===== config.mk =====
export PLATFORM = sky130hd
export DESIGN_NAME = act_dispatcher
export DESIGN_NICKNAME = d
export VERILOG_FILES = /design/src/rtl/act_pkg.sv /design/src/rtl/act_disp_fifo.sv /design/src/rtl/act_dispatcher.sv
export SDC_FILE = /design/constraint.sdc
export NUM_CORES = 1
export LEC_CHECK = 0
export BUFFER_PORTS_ARGS = -buffer_cell sky130_fd_sc_hd__buf_2
export CAP_MARGIN = 20
export CELL_PAD_IN_SITES_DETAIL_PLACEMENT = 0
export CELL_PAD_IN_SITES_GLOBAL_PLACEMENT = 1
export CORE_MARGIN = 2
export CORE_UTILIZATION = 34
export CTS_CLUSTER_DIAMETER = 30
export DETAILED_ROUTE_END_ITERATION = 8
export GPL_ROUTABILITY_DRIVEN = 0
export GPL_TIMING_DRIVEN = 0
export PLACE_DENSITY_LB_ADDON = 0.1
export SLEW_MARGIN = 40
export SYNTH_ARGS = -nofsm -noshare
export SYNTH_HDL_FRONTEND = slang
export SYNTH_SLANG_ARGS = --single-unit

===== constraint.sdc =====
create_clock -name clk -period 7.34 [get_ports clk]
set_clock_uncertainty 0.15 [all_clocks]
set_input_delay 1.468 -clock clk [delete_from_list [all_inputs] [get_ports clk]]
set_output_delay 1.468 -clock clk [all_outputs]
set_load 0.005 [all_outputs]

===== src/rtl/act_pkg.sv =====
// act_pkg: shared types, widths and FSM states for the activation dispatcher
package act_pkg;
    localparam int ACC_W = 16;
    localparam int OUT_W = 8;

    typedef enum logic [1:0] {
        RELU    = 2'd0,
        TANH    = 2'd1,
        SIGMOID = 2'd2,
        NONE    = 2'd3
    } act_type_e;

    typedef enum logic [2:0] {
        IDLE,
        ISSUE,
        WAIT,
        PACK,
        EMIT
    } disp_state_e;

    typedef struct packed {
        act_type_e               act_type;
        logic signed [ACC_W-1:0] data;
    } act_entry_t;
endpackage


===== src/rtl/act_disp_fifo.sv =====
// act_disp_fifo: power-of-two input FIFO of {act_type, data} entries with full/empty flags
module act_disp_fifo
    import act_pkg::*;
#(
    parameter int DEPTH = 8
) (
    input  logic       clk,
    input  logic       rst,
    input  logic       i_push,
    input  logic       i_pop,
    input  act_entry_t i_wdata,
    output act_entry_t o_rdata,
    output logic       o_full,
    output logic       o_empty
);
    localparam int AW = $clog2(DEPTH);

    act_entry_t  r_mem [DEPTH];
    logic [AW:0] r_wr_ptr;
    logic [AW:0] r_rd_ptr;
    logic        w_push;
    logic        w_pop;

    assign o_empty = r_wr_ptr == r_rd_ptr;
    assign o_full  = (r_wr_ptr[AW] != r_rd_ptr[AW]) && (r_wr_ptr[AW-1:0] == r_rd_ptr[AW-1:0]);
    assign w_pop   = i_pop && !o_empty;
    // a pop frees a slot in the same cycle, so a full FIFO still takes a simultaneous push
    assign w_push  = i_push && (!o_full || w_pop);
    assign o_rdata = r_mem[r_rd_ptr[AW-1:0]];

    // storage is written only on accepted pushes and needs no reset
    always_ff @(posedge clk)
        if (w_push) r_mem[r_wr_ptr[AW-1:0]] <= i_wdata;

    // pointers carry an extra wrap bit to tell full from empty
    always_ff @(posedge clk or posedge rst)
        if (rst) begin
            r_wr_ptr <= '0;
            r_rd_ptr <= '0;
        end else begin
            if (w_push) r_wr_ptr <= r_wr_ptr + 1'b1;
            if (w_pop)  r_rd_ptr <= r_rd_ptr + 1'b1;
        end
endmodule


===== src/rtl/act_dispatcher.sv =====
// act_dispatcher: feeds FIFO entries to an activation unit and packs INT8 results into 32-bit words
// Optional macro ACT_DISP_TIMEOUT_EN adds a WAIT-state timeout with a sticky err_timeout flag.
module act_dispatcher
    import act_pkg::*;
#(
    parameter int DEPTH   = 8,
    parameter int TIMEOUT = 16
) (
    input  logic                    clk,
    input  logic                    rst,
    input  logic                    s_valid,
    output logic                    s_ready,
    input  logic signed [ACC_W-1:0] s_data,
    input  logic [1:0]              s_act_type,
    output logic                    act_enable,
    output logic [1:0]              act_type,
    output logic signed [ACC_W-1:0] act_data_in,
    input  logic                    act_valid,
    input  logic signed [OUT_W-1:0] act_data_out,
    output logic                    m_valid,
    input  logic                    m_ready,
    output logic [4*OUT_W-1:0]      m_data,
    output logic [3:0]              m_keep,
    input  logic                    flush,
    output logic                    busy,
    output logic                    err_timeout
);
    disp_state_e             r_state;
    logic [1:0]              r_byte_cnt;
    logic [OUT_W-1:0]        r_byte;
    logic [4*OUT_W-1:0]      r_lanes;
    logic [3:0]              r_keep;
    logic                    r_m_valid;
    logic                    r_flush_pend;
    logic                    r_act_enable;
    logic [1:0]              r_act_type;
    logic signed [ACC_W-1:0] r_act_data;
    logic                    w_full;
    logic                    w_empty;
    logic                    w_push;
    logic                    w_pop;
    logic                    w_timeout;
    act_entry_t              w_wdata;
    act_entry_t              w_rdata;

    // s_ready is forced low while reset is held so nothing is accepted into a clearing FIFO
    assign s_ready     = !w_full && !rst;
    assign w_push      = s_valid && s_ready;
    assign w_pop       = r_state == IDLE && !w_empty && !r_m_valid;
    assign w_wdata     = '{act_type: act_type_e'(s_act_type), data: s_data};
    assign busy        = r_state != IDLE || !w_empty || r_byte_cnt != 2'd0;
    assign act_enable  = r_act_enable;
    assign act_type    = r_act_type;
    assign act_data_in = r_act_data;
    assign m_valid     = r_m_valid;
    assign m_data      = r_lanes;
    assign m_keep      = r_keep;

    act_disp_fifo #(.DEPTH(DEPTH)) u_fifo (
        .clk    (clk),
        .rst    (rst),
        .i_push (w_push),
        .i_pop  (w_pop),
        .i_wdata(w_wdata),
        .o_rdata(w_rdata),
        .o_full (w_full),
        .o_empty(w_empty)
    );

`ifdef ACT_DISP_TIMEOUT_EN
    localparam int TW = $clog2(TIMEOUT + 1);

    logic [TW-1:0] r_wait_cnt;
    logic          r_err;

    assign w_timeout   = r_state == WAIT && !act_valid && r_wait_cnt == TW'(TIMEOUT - 1);
    assign err_timeout = r_err;

    // count WAIT cycles; the error flag stays set until reset
    always_ff @(posedge clk or posedge rst)
        if (rst) begin
            r_wait_cnt <= '0;
            r_err      <= 1'b0;
        end else begin
            r_wait_cnt <= r_state == WAIT ? r_wait_cnt + 1'b1 : '0;
            if (w_timeout) r_err <= 1'b1;
        end
`else
    logic w_unused_timeout;

    assign w_timeout        = 1'b0;
    assign err_timeout      = 1'b0;
    assign w_unused_timeout = TIMEOUT != 0;
`endif

    // dispatch FSM: issue one entry, wait for its result, pack it, emit full or flushed words
    always_ff @(posedge clk or posedge rst)
        if (rst) begin
            r_state      <= IDLE;
            r_byte_cnt   <= 2'd0;
            r_byte       <= '0;
            r_lanes      <= '0;
            r_keep       <= 4'h0;
            r_m_valid    <= 1'b0;
            r_flush_pend <= 1'b0;
            r_act_enable <= 1'b0;
            r_act_type   <= 2'd0;
            r_act_data   <= '0;
        end else begin
            case (r_state)
                IDLE:
                    if (w_pop) begin
                        r_act_enable <= 1'b1;
                        r_act_type   <= w_rdata.act_type;
                        r_act_data   <= w_rdata.data;
                        r_state      <= ISSUE;
                    end else if (w_empty && r_flush_pend) begin
                        r_flush_pend <= 1'b0;
                        if (r_byte_cnt != 2'd0) begin
                            r_m_valid <= 1'b1;
                            r_keep    <= (4'd1 << r_byte_cnt) - 4'd1;
                            r_state   <= EMIT;
                        end
                    end
                ISSUE: begin
                    r_act_enable <= 1'b0;
                    r_state      <= WAIT;
                end
                WAIT:
                    if (act_valid || w_timeout) begin
                        r_byte  <= act_valid ? act_data_out : '0;
                        r_state <= PACK;
                    end
                PACK: begin
                    r_lanes[r_byte_cnt*OUT_W +: OUT_W] <= r_byte;
                    r_byte_cnt <= r_byte_cnt + 2'd1;
                    if (r_byte_cnt == 2'd3) begin
                        r_m_valid <= 1'b1;
                        r_keep    <= 4'hF;
                        r_state   <= EMIT;
                    end else begin
                        r_state <= IDLE;
                    end
                end
                EMIT:
                    if (m_ready) begin
                        r_m_valid  <= 1'b0;
                        r_keep     <= 4'h0;
                        r_lanes    <= '0;
                        r_byte_cnt <= 2'd0;
                        r_state    <= IDLE;
                    end
                default: r_state <= IDLE;
            endcase
            if (flush) r_flush_pend <= 1'b1;
        end
endmodule

==> summary.md, run 1 <==
| Metric | Value |
|---|---|
| Share of cells above drive strength 1 | `between 40 and 50%` |
| Min Tclk post-route | `between 3 and 4 ns` |
| Clock latency on the worst-skew pair | `0.54 ns` |
| Net Sw Power | `~1.5 mW` |
| Final instance area | `~0.012 mm2` |
| Number of global-route vias before repair | `5173` |
| Critical path capture point type | `output port` |
| CP max stage cell | `dfrtp_1` |
| Reg-to-Reg End | `u_fifo.r_mem[0][8]` |
| Max-slew violations | `0` |
| Initial Util | `about a third` |
| Fraction of registers with async set/reset | `35.1%` |
| Row cnt | `58` |
| Placed cell areas | `0.00996 mm2` |
| Critical Path Start Type | `flop` |
| Die W | `roughly 170 um` |
| Antenna viol nets, final | `0` |
| Pin count of the biggest net entering global routing | `55` |
| WL/cell | `roughly 20 um` |
| Syn nets | `roughly 500` |
| Clock Pin Slew Worst Setup and Hold Paths | `approximately 0.040 ns` |
| EDFF count, synth | `about 140` |
| DR DRC count | `0` |
| Worst Reg-to-Reg Cells | `7` |
| Reg power frac | `32.8%` |
| WP data required | `~5.7 ns` |
| Root Buffer | `clkbuf_16` |
| CP max stage delay | `around 0.38 ns` |
| Vias per cell | `4.83` |
| Setup TNS | `0 ns` |
| Most common cell after layout, fill and taps aside | `edfxtp_1` |
| Core box area | `between 0.02 and 0.03 mm2` |
| Yosys reg bits | `between 200 and 250` |
| Pwr/cell area | `between 400 and 500 mW/mm2` |
| Status | `finished clean` |
| P_int | `roughly 3.8 mW` |
| I/O pin count | `91` |
| GRT Resource Usage Total | `14.9%` |
| Comb pwr share | `between 20% and 30%` |
| H-tree depth | `2` |
| Sinks on Clock Net | `between 200 and 250` |
| Die Span Y | `approximately 170 um` |
| IO buf count | `about 90` |
| Worst-margin pin slew | `between 0.8 and 0.9 ns` |
| Synthesized area | `about 0.0088 mm2` |
| Crit Path Class | `flop to output port` |
| Synth Flop Type | `edfxtp_1` |
| Initial antenna violation count | `2` |
| Fin nets | `668` |
| R2R Setup Slk | `about 4.2 ns` |
| Yosys warns | `0` |
| RSZ-0062 raised after global routing | `false` |
| Syn Area/Cell | `around 19 um2` |
| Cell chain of the critical path | `buf_2 -> xnor2_1 -> nand4b_2 -> nor2_1 -> nand2_1 -> buf_2` |
| First-pass GRT wire length | `~30000 um` |
| Maximum vdd drop | `roughly 190 uV` |
| Leak | `between 4 and 5 nW` |
| Final worst slack | `approximately 3.6 ns` |
| HP Start | `m_keep[0]` |
| Max-cap viol count | `0` |
| Crit path launch | `u_fifo.r_wr_ptr[0]` |
| Vias | `4842` |
| CTS Buf Count | `51` |
| RR Startpoint | `u_fifo.r_wr_ptr[1]` |
| Data arrival, critical path | `approximately 2.1 ns` |
| Post-CTS Setup Repair Bufs | `0` |
| Global route total overflow | `0` |
| Register area share after synthesis | `71.1%` |
| # diodes | `0` |
| Hold Vio Cnt, Final | `0` |
| Synth unique cells | `50` |
| Die footprint | `~0.027 mm2` |
| CTS tree | `yes` |
| Clk pwr share | `42.4%` |
| Most frequent cells in the layout | `edfxtp_1 (144), buf_2 (102), dfrtp_1 (78)` |
| Normalized max-slew margin | `between 40% and 50%` |
| F_max | `roughly 270 MHz` |
| Most common cell on crit path | `buf_2` |
| # hold bufs at CTS | `0` |
| Total Routed Length | `roughly 20000 um` |
| DP HPWL | `between 10000 and 15000 um` |
| Hold/Removal Path Class | `flop to flop` |
| Final Cycle Share | `50.5%` |
| Crit Path Max Fanout | `8` |
| Syn-to-layout area delta | `32.6%` |
| Setup crit end | `busy` |
| Switching Fraction | `approximately 28%` |
| Synth Instances | `between 400 and 500` |
| Final setup violation count | `0` |
| Core Util, Final | `a little under half` |
| First drt pass iteration count | `4` |
| Total power | `5.25 mW` |
| Detailed Route Iter0 Violations | `approximately 270` |
| CTS max path bufs | `3` |
| Cts repair resizes | `0` |
| Setup WS pre-CTS | `~3.2 ns` |
-- registers in the layout (all words and copies together), names as in the netlist --
register	cells
m_data	32
u_fifo.r_wr_ptr	4
r_byte	8
r_flush_pend	1
m_keep	4
u_fifo.r_mem	144
act_type	2
r_byte_cnt	2
r_state	3
m_valid	1
u_fifo.r_rd_ptr	4
act_data_in	16
act_enable	1
-- how the worst min path moves through the flow --
stage	depth (start not counted)	endpoint	slack [ns]
floorplan	1	u_fifo.r_rd_ptr[3]	0.31
global placement	1	m_keep[1]	0.32
detailed placement	1	m_keep[0]	0.33
CTS	1	m_keep[0]	0.34
global route	1	u_fifo.r_rd_ptr[3]	0.36
finish	1	m_keep[0]	0.33
-- logic make-up (layout without fill, tap and decap cells) --
group / after synthesis / count (layout) / share of synthesized area [%]
XOR/XNOR: 11 / 11 / 1.09
buffers and inverters: 36 / 234 / 2.21
AND/OR/NAND/NOR: 60 / 60 / 4.35
other: 1 / 1 / 0.0425
flip-flops: 222 / 222 / 71.1
adder cells (fa/ha/maj): 7 / 7 / 0.992
AO/OA/AOI/OAI: 53 / 53 / 4.72
multiplexers: 84 / 84 / 15.5
-- synthesized netlist by cell type, types with 9 or more instances --
master / instances / share of area (%)
buf_2: 10 / 0.57
inv_1: 15 / 0.64
mux4_2: 31 / 7.9
a22o_1: 24 / 2.4
nand2b_1: 10 / 0.71
dfrtp_1: 78 / 22
mux2_2: 45 / 5.7
nand3_1: 11 / 0.62
nand2_1: 9 / 0.38
edfxtp_1: 144 / 49
nor2_1: 9 / 0.38
o21ai_0: 13 / 0.74
-- metrics by stage --
stage	std cells	hold slack [ns]
after floorplan	474	0.315
after global placement	893	0.316
after detailed placement	906	0.330
after CTS	1002	0.339
after global routing	1002	0.355
final	1002	0.333
-- layout make-up --
| cell class | instances | area, um2 |
|---|---|---|
| fill | 2212 | 13600 |
| sequential | 222 | 6280 |
| multi-input combinational | 216 | 2410 |
| clock buffer | 62 | 1360 |
| timing repair buffer | 102 | 659 |
| tap | 330 | 413 |
| clock inverter | 34 | 384 |
| buffer | 21 | 140 |
| inverter | 15 | 61.3 |
-- routing by layer --
metal	wire [um]	GRT usage [%]	share of wire [%]
met5	7	0	0.035
met4	352	4.82	1.8
met3	1120	3.80	5.7
met2	9680	24.7	49
met1	8590	19.2	43
-- power groups by stage --
stage	Sequential, mW	Combinational, mW	Clock [mW]
4_1_cts	1.73	1.35	2.27
3_3_place_gp	1.74	1.28	0
5_1_grt	1.75	1.44	2.35
6_report	1.72	1.30	2.22
2_1_floorplan	1.72	0.888	0
3_5_place_dp	1.75	1.34	0
-- critical path, delay by kind of cell, from the launching register on --
family,cells,cell delay (ns)
buffers and inverters,2,0.33
XOR/XNOR,1,0.31
flip-flops,1,0.38
AND/OR/NAND/NOR,3,0.55
No activity file was read; power rests on OpenSTA's default activity.
==> inputs of run 2 (changes only) <==
==> constraint.sdc (replaced) <==
create_clock -name clk -period 3.2 [get_ports clk]
set_clock_uncertainty 0.15 [all_clocks]
set_input_delay 0.64 -clock clk [delete_from_list [all_inputs] [get_ports clk]]
set_output_delay 0.64 -clock clk [all_outputs]
set_load 0.005 [all_outputs]
==> run 2 against run 1 <==
Against the previous run:
- count of clock-buffer cells in the layout unchanged
- final area increased by 0.20%
- non-clock buffer count increased by 1
- wire length increased by 0.34%
- global-route usage about the same
- sequential cell count unchanged
- worst setup slack got worse by 3.4 ns
- sequential share of layout area decreased by 0.11 points
- utilization increased by 0.094 points
- cell count about the same
- critical path depth unchanged
- combinational power increased by 130%
- critical path type unchanged
- highest routed layer unchanged
==> summary.md, run 2 (synthesized netlist as in run 1, its figures left out) <==
| Metric | Value |
|---|---|
| Crit Path Max Fanout | `8 (unchanged)` |
| Clk pwr share | `42.3% (was 42.4%)` |
| Initial Util | `34.9% (unchanged)` |
| Setup WS pre-CTS | `-0.150 ns (was 3.16 ns)` |
| CTS max path bufs | `3 (unchanged)` |
| Net Sw Power | `3.38 mW (was 1.46 mW)` |
| Worst Reg-to-Reg Cells | `7 (unchanged)` |
| Total Routed Length | `19800 um (about the same)` |
| Reg power frac | `32.7% (was 32.8%)` |
| Final Cycle Share | `91.7%` |
| Share of cells above drive strength 1 | `44.6% (was 44.5%)` |
| DP HPWL | `12800 um (unchanged)` |
| Row cnt | `58 (unchanged)` |
| Register area | `0.00628 mm2 (unchanged)` |
| Critical Path Start Type | `flop (unchanged)` |
| WHS Endpoint | `r_flush_pend (was m_keep[0])` |
| Vias per cell | `4.84 (was 4.83)` |
| CP max stage delay | `0.38 ns (about the same)` |
| Data arrival, critical path | `2.14 ns (was 2.09 ns)` |
| Global route total overflow | `0 (unchanged)` |
| Hold Vio Cnt, Final | `0 (unchanged)` |
| Reg-to-Reg End | `u_fifo.r_mem[0][8] (unchanged)` |
| Initial antenna violation count | `2 (unchanged)` |
| Sinks on Clock Net | `222 (unchanged)` |
| WL/cell | `19.8 um (was 19.7 um)` |
| RSZ-0062 raised after global routing | `false (unchanged)` |
| CTS Buf Count | `51 (unchanged)` |
| RR Startpoint | `u_fifo.r_wr_ptr[1] (unchanged)` |
| # fillers | `2212 (unchanged)` |
| Core box area | `0.0253 mm2 (unchanged)` |
| Min Tclk post-route | `roughly 2.9 ns` |
| H-tree depth | `2 (unchanged)` |
| Switching Fraction | `28.0% (was 27.8%)` |
| Vias | `4854 (was 4842)` |
| P_int | `8.70 mW (was 3.79 mW)` |
| CP max stage cell | `dfrtp_1 (unchanged)` |
| Die Span Y | `165 um (unchanged)` |
| Critical path capture point type | `output port (unchanged)` |
| Hold/Removal Path Class | `primary input to flop (was flop to flop)` |
| Most frequent cells in the layout | `edfxtp_1 (144), buf_2 (102), dfrtp_1 (78) (unchanged)` |
| I/O pin count | `91 (unchanged)` |
| Comb pwr share | `25.0% (was 24.8%)` |
| # diodes | `0 (unchanged)` |
| Largest register FFs | `144 (unchanged)` |
| First drt pass iteration count | `4 (unchanged)` |
| Normalized max-slew margin | `44.1% (was 44.2%)` |
| Core Util, Final | `46.3% (was 46.2%)` |
| Final worst slack | `0.267 ns (was 3.63 ns)` |
| Max-cap viol count | `0 (unchanged)` |
| Antenna viol nets, final | `0 (unchanged)` |
| DR DRC count | `0 (unchanged)` |
| Pin count of the biggest net entering global routing | `55 (unchanged)` |
| CP bufs+invs | `2 (unchanged)` |
| Final setup violation count | `0 (unchanged)` |
| Area taken by multi-input logic gates | `0.00243 mm2 (was 0.00241 mm2)` |
| Cell family with most CP delay | `simple AND/OR/NAND/NOR gates (unchanged)` |
| HP Start | `flush (was m_keep[0])` |
| F_max | `~340 MHz` |
| Fin nets | `669 (was 668)` |
| Most common cell on crit path | `buf_2 (unchanged)` |
| Pwr/cell area | `1030 mW/mm2 (was 449 mW/mm2)` |
| Syn-to-layout area delta | `32.9% (was 32.6%)` |
| Root Buffer | `clkbuf_16 (unchanged)` |
| Most common cell after layout, fill and taps aside | `edfxtp_1 (unchanged)` |
| Die W | `165 um (unchanged)` |
| IO buf count | `89 (unchanged)` |
| Number of global-route vias before repair | `5182 (was 5173)` |
| Die footprint | `0.0273 mm2 (unchanged)` |
| WP data required | `2.41 ns (was 5.72 ns)` |
| Worst-margin pin slew | `0.837 ns (was 0.835 ns)` |
| CTS tree | `yes (unchanged)` |
| Crit Path Class | `flop to output port (unchanged)` |
| Clock Pin Slew Worst Setup and Hold Paths | `0.04 ns (about the same)` |
| Status | `finished clean (unchanged)` |
| Maximum vdd drop | `434 uV (was 189 uV)` |
| Hold WS | `0.165 ns (was 0.333 ns)` |
| Hold path cells | `2 (was 1)` |
| GRT Resource Usage Total | `14.9% (about the same)` |
| Leak | `4.58 nW (about the same)` |
| Cell chain of the critical path | `buf_2 -> xnor2_1 -> nand4b_2 -> nor2_1 -> nand2_1 -> buf_2 (unchanged)` |
| Clock latency on the worst-skew pair | `0.54 ns (about the same)` |
| Post-CTS Setup Repair Bufs | `0 (unchanged)` |
| R2R Setup Slk | `0.32 ns (was 4.16 ns)` |
| Max-slew violations | `0 (unchanged)` |
| Detailed Route Iter0 Violations | `222 (was 274)` |
| First-pass GRT wire length | `30300 um (was 30200 um)` |
[run 2: worst max path at each step]
stage | start | endpoint | slack (ns) | cells after the start
after global placement | rst | u_fifo.r_mem[0][8] | -1.80 | 5
after detailed placement | rst | u_fifo.r_mem[0][8] | -0.15 | 7
after floorplan | rst | u_fifo.r_mem[0][0] | 0.03 | 4
final | u_fifo.r_wr_ptr[0] | busy | 0.27 | 6
after global routing | u_fifo.r_wr_ptr[0] | busy | 0.09 | 6
after CTS | u_fifo.r_wr_ptr[1] | u_fifo.r_mem[0][8] | 0.05 | 7
[run 2: metrics by stage]
step / area, um2 / instances / power [mW] / setup TNS, ns
6_report: 11700 / 1003 / 12.1 / 0
5_1_grt: 11700 / 1003 / 12.7 / 0
4_1_cts: 11700 / 1003 / 12.3 / 0
3_5_place_dp: 9960 / 906 / 7.09 / -0.750
3_3_place_gp: 9690 / 893 / 6.93 / -192.64
2_1_floorplan: 8830 / 474 / 5.98 / 0
[run 2: power groups by stage]
stage	logic, mW	registers [mW]	clock network [mW]
final	3.02	3.95	5.11
after global routing	3.32	4.02	5.38
after CTS	3.10	3.96	5.21
after detailed placement	3.08	4.01	0
after global placement	2.94	4.00	0
after floorplan	2.04	3.94	0
[run 2: final cells by class]
class / count / area share [%]
flip-flops and latches: 222 / 53.5
multi-input cells: 216 / 20.7
clock buffers: 62 / 11.6
repair buffers: 103 / 5.71
well taps: 330 / 3.52
clock inverters: 34 / 3.27
plain buffers: 21 / 1.19
inverters: 15 / 0.523
[run 2: repair_timing]
action | 4_1_cts | 5_1_grt
hold buffers | 1 | 0
gates resized for setup | 1 | 1
endpoints found under the hold margin | 24 | 0
setup endpoints to repair | 5 | 5
[run 2: per-layer routing]
layer,up-vias,global-route usage (%),wire length [um]
met2,120,24.8,9720
li1,2201,-,-
met5,-,0,13
met4,2,4.82,341
met3,39,3.80,1060
met1,2492,19.2,8690
==> inputs of run 3 (changes only) <==
--- a/config.mk
+++ b/config.mk
@@ -5,6 +5,7 @@
 export SDC_FILE = /design/constraint.sdc
 export NUM_CORES = 1
 export LEC_CHECK = 0
+export ABC_AREA = 1
 export BUFFER_PORTS_ARGS = -buffer_cell sky130_fd_sc_hd__buf_2
 export CAP_MARGIN = 20
 export CELL_PAD_IN_SITES_DETAIL_PLACEMENT = 0
@@ -16,7 +17,6 @@
 export GPL_ROUTABILITY_DRIVEN = 0
 export GPL_TIMING_DRIVEN = 0
 export PLACE_DENSITY_LB_ADDON = 0.1
-export SLEW_MARGIN = 40
 export SYNTH_ARGS = -nofsm -noshare
 export SYNTH_HDL_FRONTEND = slang
 export SYNTH_SLANG_ARGS = --single-unit
==> run 3 against run 2 <==
Against the previous run:
- largest power group unchanged
- wire length up 26%
- critical endpoint is now u_fifo.r_mem[6][10]
- synthesized cell count grew 70%
- utilization fell by 0.96 points
- critical path type is now primary input to flop
- count of clock-buffer cells in the layout shrank 9
- register-to-register slack improved by 0.10 ns
- clock power up 4.5%
==> summary.md, run 3 <==
| Metric | Value |
|---|---|
| Status | `finished clean (unchanged)` |
| RSZ-0062 raised after global routing | `false (unchanged)` |
| Detailed Route Iter0 Violations | `426 (was 222)` |
| F_max | `335 MHz (was 341 MHz)` |
| CTS tree | `yes (unchanged)` |
| Vias per cell | `4.82 (was 4.84)` |
| Syn-to-layout area delta | `32.3% (was 32.9%)` |
| Die W | `168 um (was 165 um)` |
| Reg-to-Reg End | `u_fifo.r_mem[6][10] (was u_fifo.r_mem[0][8])` |
| Min Tclk post-route | `2.98 ns (was 2.93 ns)` |
| Syn Area/Cell | `11.3 um2 (was 18.6 um2)` |
| Hold Vio Cnt, Final | `0 (unchanged)` |
| Crit Path Class | `primary input to flop (was flop to output port)` |
| Post-synth top cells | `nand2_1 (182), edfxtp_1 (144), nor2_1 (97) (was edfxtp_1 (144), dfrtp_1 (78), mux2_2 (45))` |
| Most common cell after layout, fill and taps aside | `nand2_1 (was edfxtp_1)` |
| RR Startpoint | `u_fifo.r_wr_ptr[0] (was u_fifo.r_wr_ptr[1])` |
| Worst Reg-to-Reg Cells | `9 (was 7)` |
| Pwr/cell area | `1100 mW/mm2 (was 1030 mW/mm2)` |
| First-pass GRT wire length | `38500 um (was 30300 um)` |
| Register area share after synthesis | `68.7% (was 71.1%)` |
| Vias | `6450 (was 4854)` |
| Normalized max-slew margin | `45.0% (was 44.1%)` |
| Sinks on Clock Net | `222 (unchanged)` |
| Final setup violation count | `0 (unchanged)` |
| IO buf count | `89 (unchanged)` |
| Clock latency on the worst-skew pair | `0.55 ns (was 0.54 ns)` |
| Leading area contributor after synthesis | `edfxtp_1 (unchanged)` |
| Placed cell areas | `0.0103 mm2 (was 0.00996 mm2)` |
| Global route total overflow | `0 (unchanged)` |
| H-tree depth | `2 (unchanged)` |
| Yosys warns | `0 (unchanged)` |
| Hold/Removal Path Class | `primary input to flop (unchanged)` |
| Pin count of the biggest net entering global routing | `39 (was 55)` |
| Most frequent cells in the layout | `nand2_1 (182), edfxtp_1 (144), buf_2 (102) (was edfxtp_1 (144), buf_2 (102), dfrtp_1 (78))` |
| Die Span Y | `168 um (was 165 um)` |
| DP HPWL | `16300 um (was 12800 um)` |
| R2R Setup Slk | `0.42 ns (was 0.32 ns)` |
| Syn nets | `844 (was 513)` |
| Largest register FFs | `144 (unchanged)` |
| Number of global-route vias before repair | `6521 (was 5182)` |
| WL/cell | `18.7 um (was 19.8 um)` |
| # fillers | `2510 (was 2212)` |
| Clock Pin Slew Worst Setup and Hold Paths | `0.05 ns (was 0.04 ns)` |
| Root Buffer | `clkbuf_16 (unchanged)` |
| Yosys reg bits | `222 (unchanged)` |
| Row cnt | `60 (was 58)` |
| CTS Buf Count | `50 (was 51)` |
| Synth Flop Type | `edfxtp_1 (unchanged)` |
| Maximum vdd drop | `484 uV (was 434 uV)` |
| HP Start | `act_data_out[4] (was flush)` |
| WP data required | `3.29 ns (was 2.41 ns)` |
| Synth Instances | `805 (was 474)` |
| Total Routed Length | `25000 um (was 19800 um)` |
| Max-slew violations | `0 (unchanged)` |
| I/O pin count | `91 (unchanged)` |
| WHS Endpoint | `r_byte[4] (was r_flush_pend)` |
| Synth unique cells | `38 (was 50)` |
| Hold path cells | `2 (unchanged)` |
| Initial Util | `34.3% (was 34.9%)` |
| Fin nets | `996 (was 669)` |
| Fraction of registers with async set/reset | `35.1% (unchanged)` |
| Synthesized area | `0.00914 mm2 (was 0.00883 mm2)` |
| Antenna viol nets, final | `0 (unchanged)` |
| Share of cells above drive strength 1 | `25.6% (was 44.6%)` |
| Final instance area | `0.0121 mm2 (was 0.0117 mm2)` |
| Crit Path Max Fanout | `35 (was 8)` |
| Post-CTS Setup Repair Bufs | `0 (unchanged)` |
| Initial antenna violation count | `0 (was 2)` |
| EDFF count, synth | `144 (unchanged)` |
| Critical path capture point type | `flop (was output port)` |
| Top cells by area, synth | `edfxtp_1 (47%), dfrtp_1 (21%), nand2_1 (7.5%) (was edfxtp_1 (49%), dfrtp_1 (22%), mux4_2 (7.9%))` |
| Share of the synthesized area in the top cell type | `47.3% (was 49.0%)` |
| DR DRC count | `0 (unchanged)` |
| First drt pass iteration count | `5 (was 4)` |
| GRT Resource Usage Total | `18.1% (was 14.9%)` |
| Leak | `4.92 nW (was 4.58 nW)` |
| Final Cycle Share | `93.1% (was 91.7%)` |
| CTS max path bufs | `3 (unchanged)` |
| Critical Path Start Type | `primary input (was flop)` |
| Core box area | `0.0267 mm2 (was 0.0253 mm2)` |
| Worst-margin pin slew | `0.825 ns (was 0.837 ns)` |
| Core Util, Final | `45.4% (was 46.3%)` |
| # diodes | `0 (unchanged)` |
| Max-cap viol count | `0 (unchanged)` |
| Die footprint | `0.0282 mm2 (was 0.0273 mm2)` |
| Data arrival, critical path | `3.07 ns (was 2.14 ns)` |
| Hold WS | `0.182 ns (was 0.165 ns)` |
| Count leader, synth | `nand2_1 (was edfxtp_1)` |
## run 3: worst max-delay path by stage
| stage | slack, ns | start | endpoint |
|---|---|---|---|
| 2_1_floorplan | -0.15 | rst | u_fifo.r_mem[6][0] |
| 3_3_place_gp | -1.86 | rst | u_fifo.r_mem[7][11] |
| 3_5_place_dp | 0.19 | rst | u_fifo.r_mem[6][10] |
| 4_1_cts | 0.20 | rst | u_fifo.r_mem[6][10] |
| 5_1_grt | 0.06 | rst | u_fifo.r_mem[6][15] |
| 6_report | 0.22 | rst | u_fifo.r_mem[6][10] |
## run 3: critical path, stage by stage
cell and delay (ns):
dlygate4sd3_1 0.53, buf_2 0.14, clkinvlp_4 0.17, buf_12 0.26
nand3_1 0.21, buf_4 0.26, nor2_2 0.58, buf_8 0.24
## run 3: layout make-up
type | count | area [um2] | share of cell area [%]
clock buffer | 53 | 1270 | 10.5
multi-input combinational | 511 | 2600 | 21.5
clock inverter | 39 | 509 | 4.21
buffer | 39 | 206 | 1.71
timing repair buffer | 100 | 666 | 5.51
sequential | 222 | 6280 | 51.9
inverter | 33 | 130 | 1.08
tap | 341 | 427 | 3.53
## run 3: cells by family (layout without fill, tap and decap cells)
family	count (synthesis)	count (layout)	synth area share, %
other	1	1	0.0410
DFF	222	222	68.7
muxes	8	8	0.986
adders and majority gates	7	7	0.959
AOI/OAI and AO/OA	162	162	9.98
xor gates and xnor gates	7	7	0.671
and+or+nand+nor	326	326	15.0
buffers and inverters	72	264	3.64
## run 3: stage by stage
stage               std cells  setup WS (ns)  total power [mW]  setup TNS [ns]
floorplan                 805         -0.152              6.48          -16.06
global placement         1235          -1.86              7.99         -248.87
detailed placement       1245          0.185              8.09               0
CTS                      1338          0.196              13.5               0
global route             1338         0.0635              14.1               0
finish                   1338          0.219              13.3               0
## run 3: power by group
| group | total [mW] | internal, mW | switching, mW | leakage, nW |
|---|---|---|---|---|
| sequential | 4.06 | 3.66 | 0.404 | 2.26 |
| combinational | 3.91 | 1.32 | 2.59 | 1.80 |
| clock | 5.34 | 3.68 | 1.65 | 0.855 |
## run 3: what timing repair did
action | in CTS | in global routing
hold buffers | 1 | 0
gates resized for setup | 0 | 0
hold endpoints to repair | 7 | 0
## run 3: metal layers
layer	vias to the layer above	GRT usage [%]	share of wire [%]	wire length, um
met4	0	5.71	2.3	581
li1	3112	-	-	-
met1	3079	25.1	46	11600
met2	205	28.7	45	11300
met3	54	3.48	6.0	1500
met5	-	0	0	0
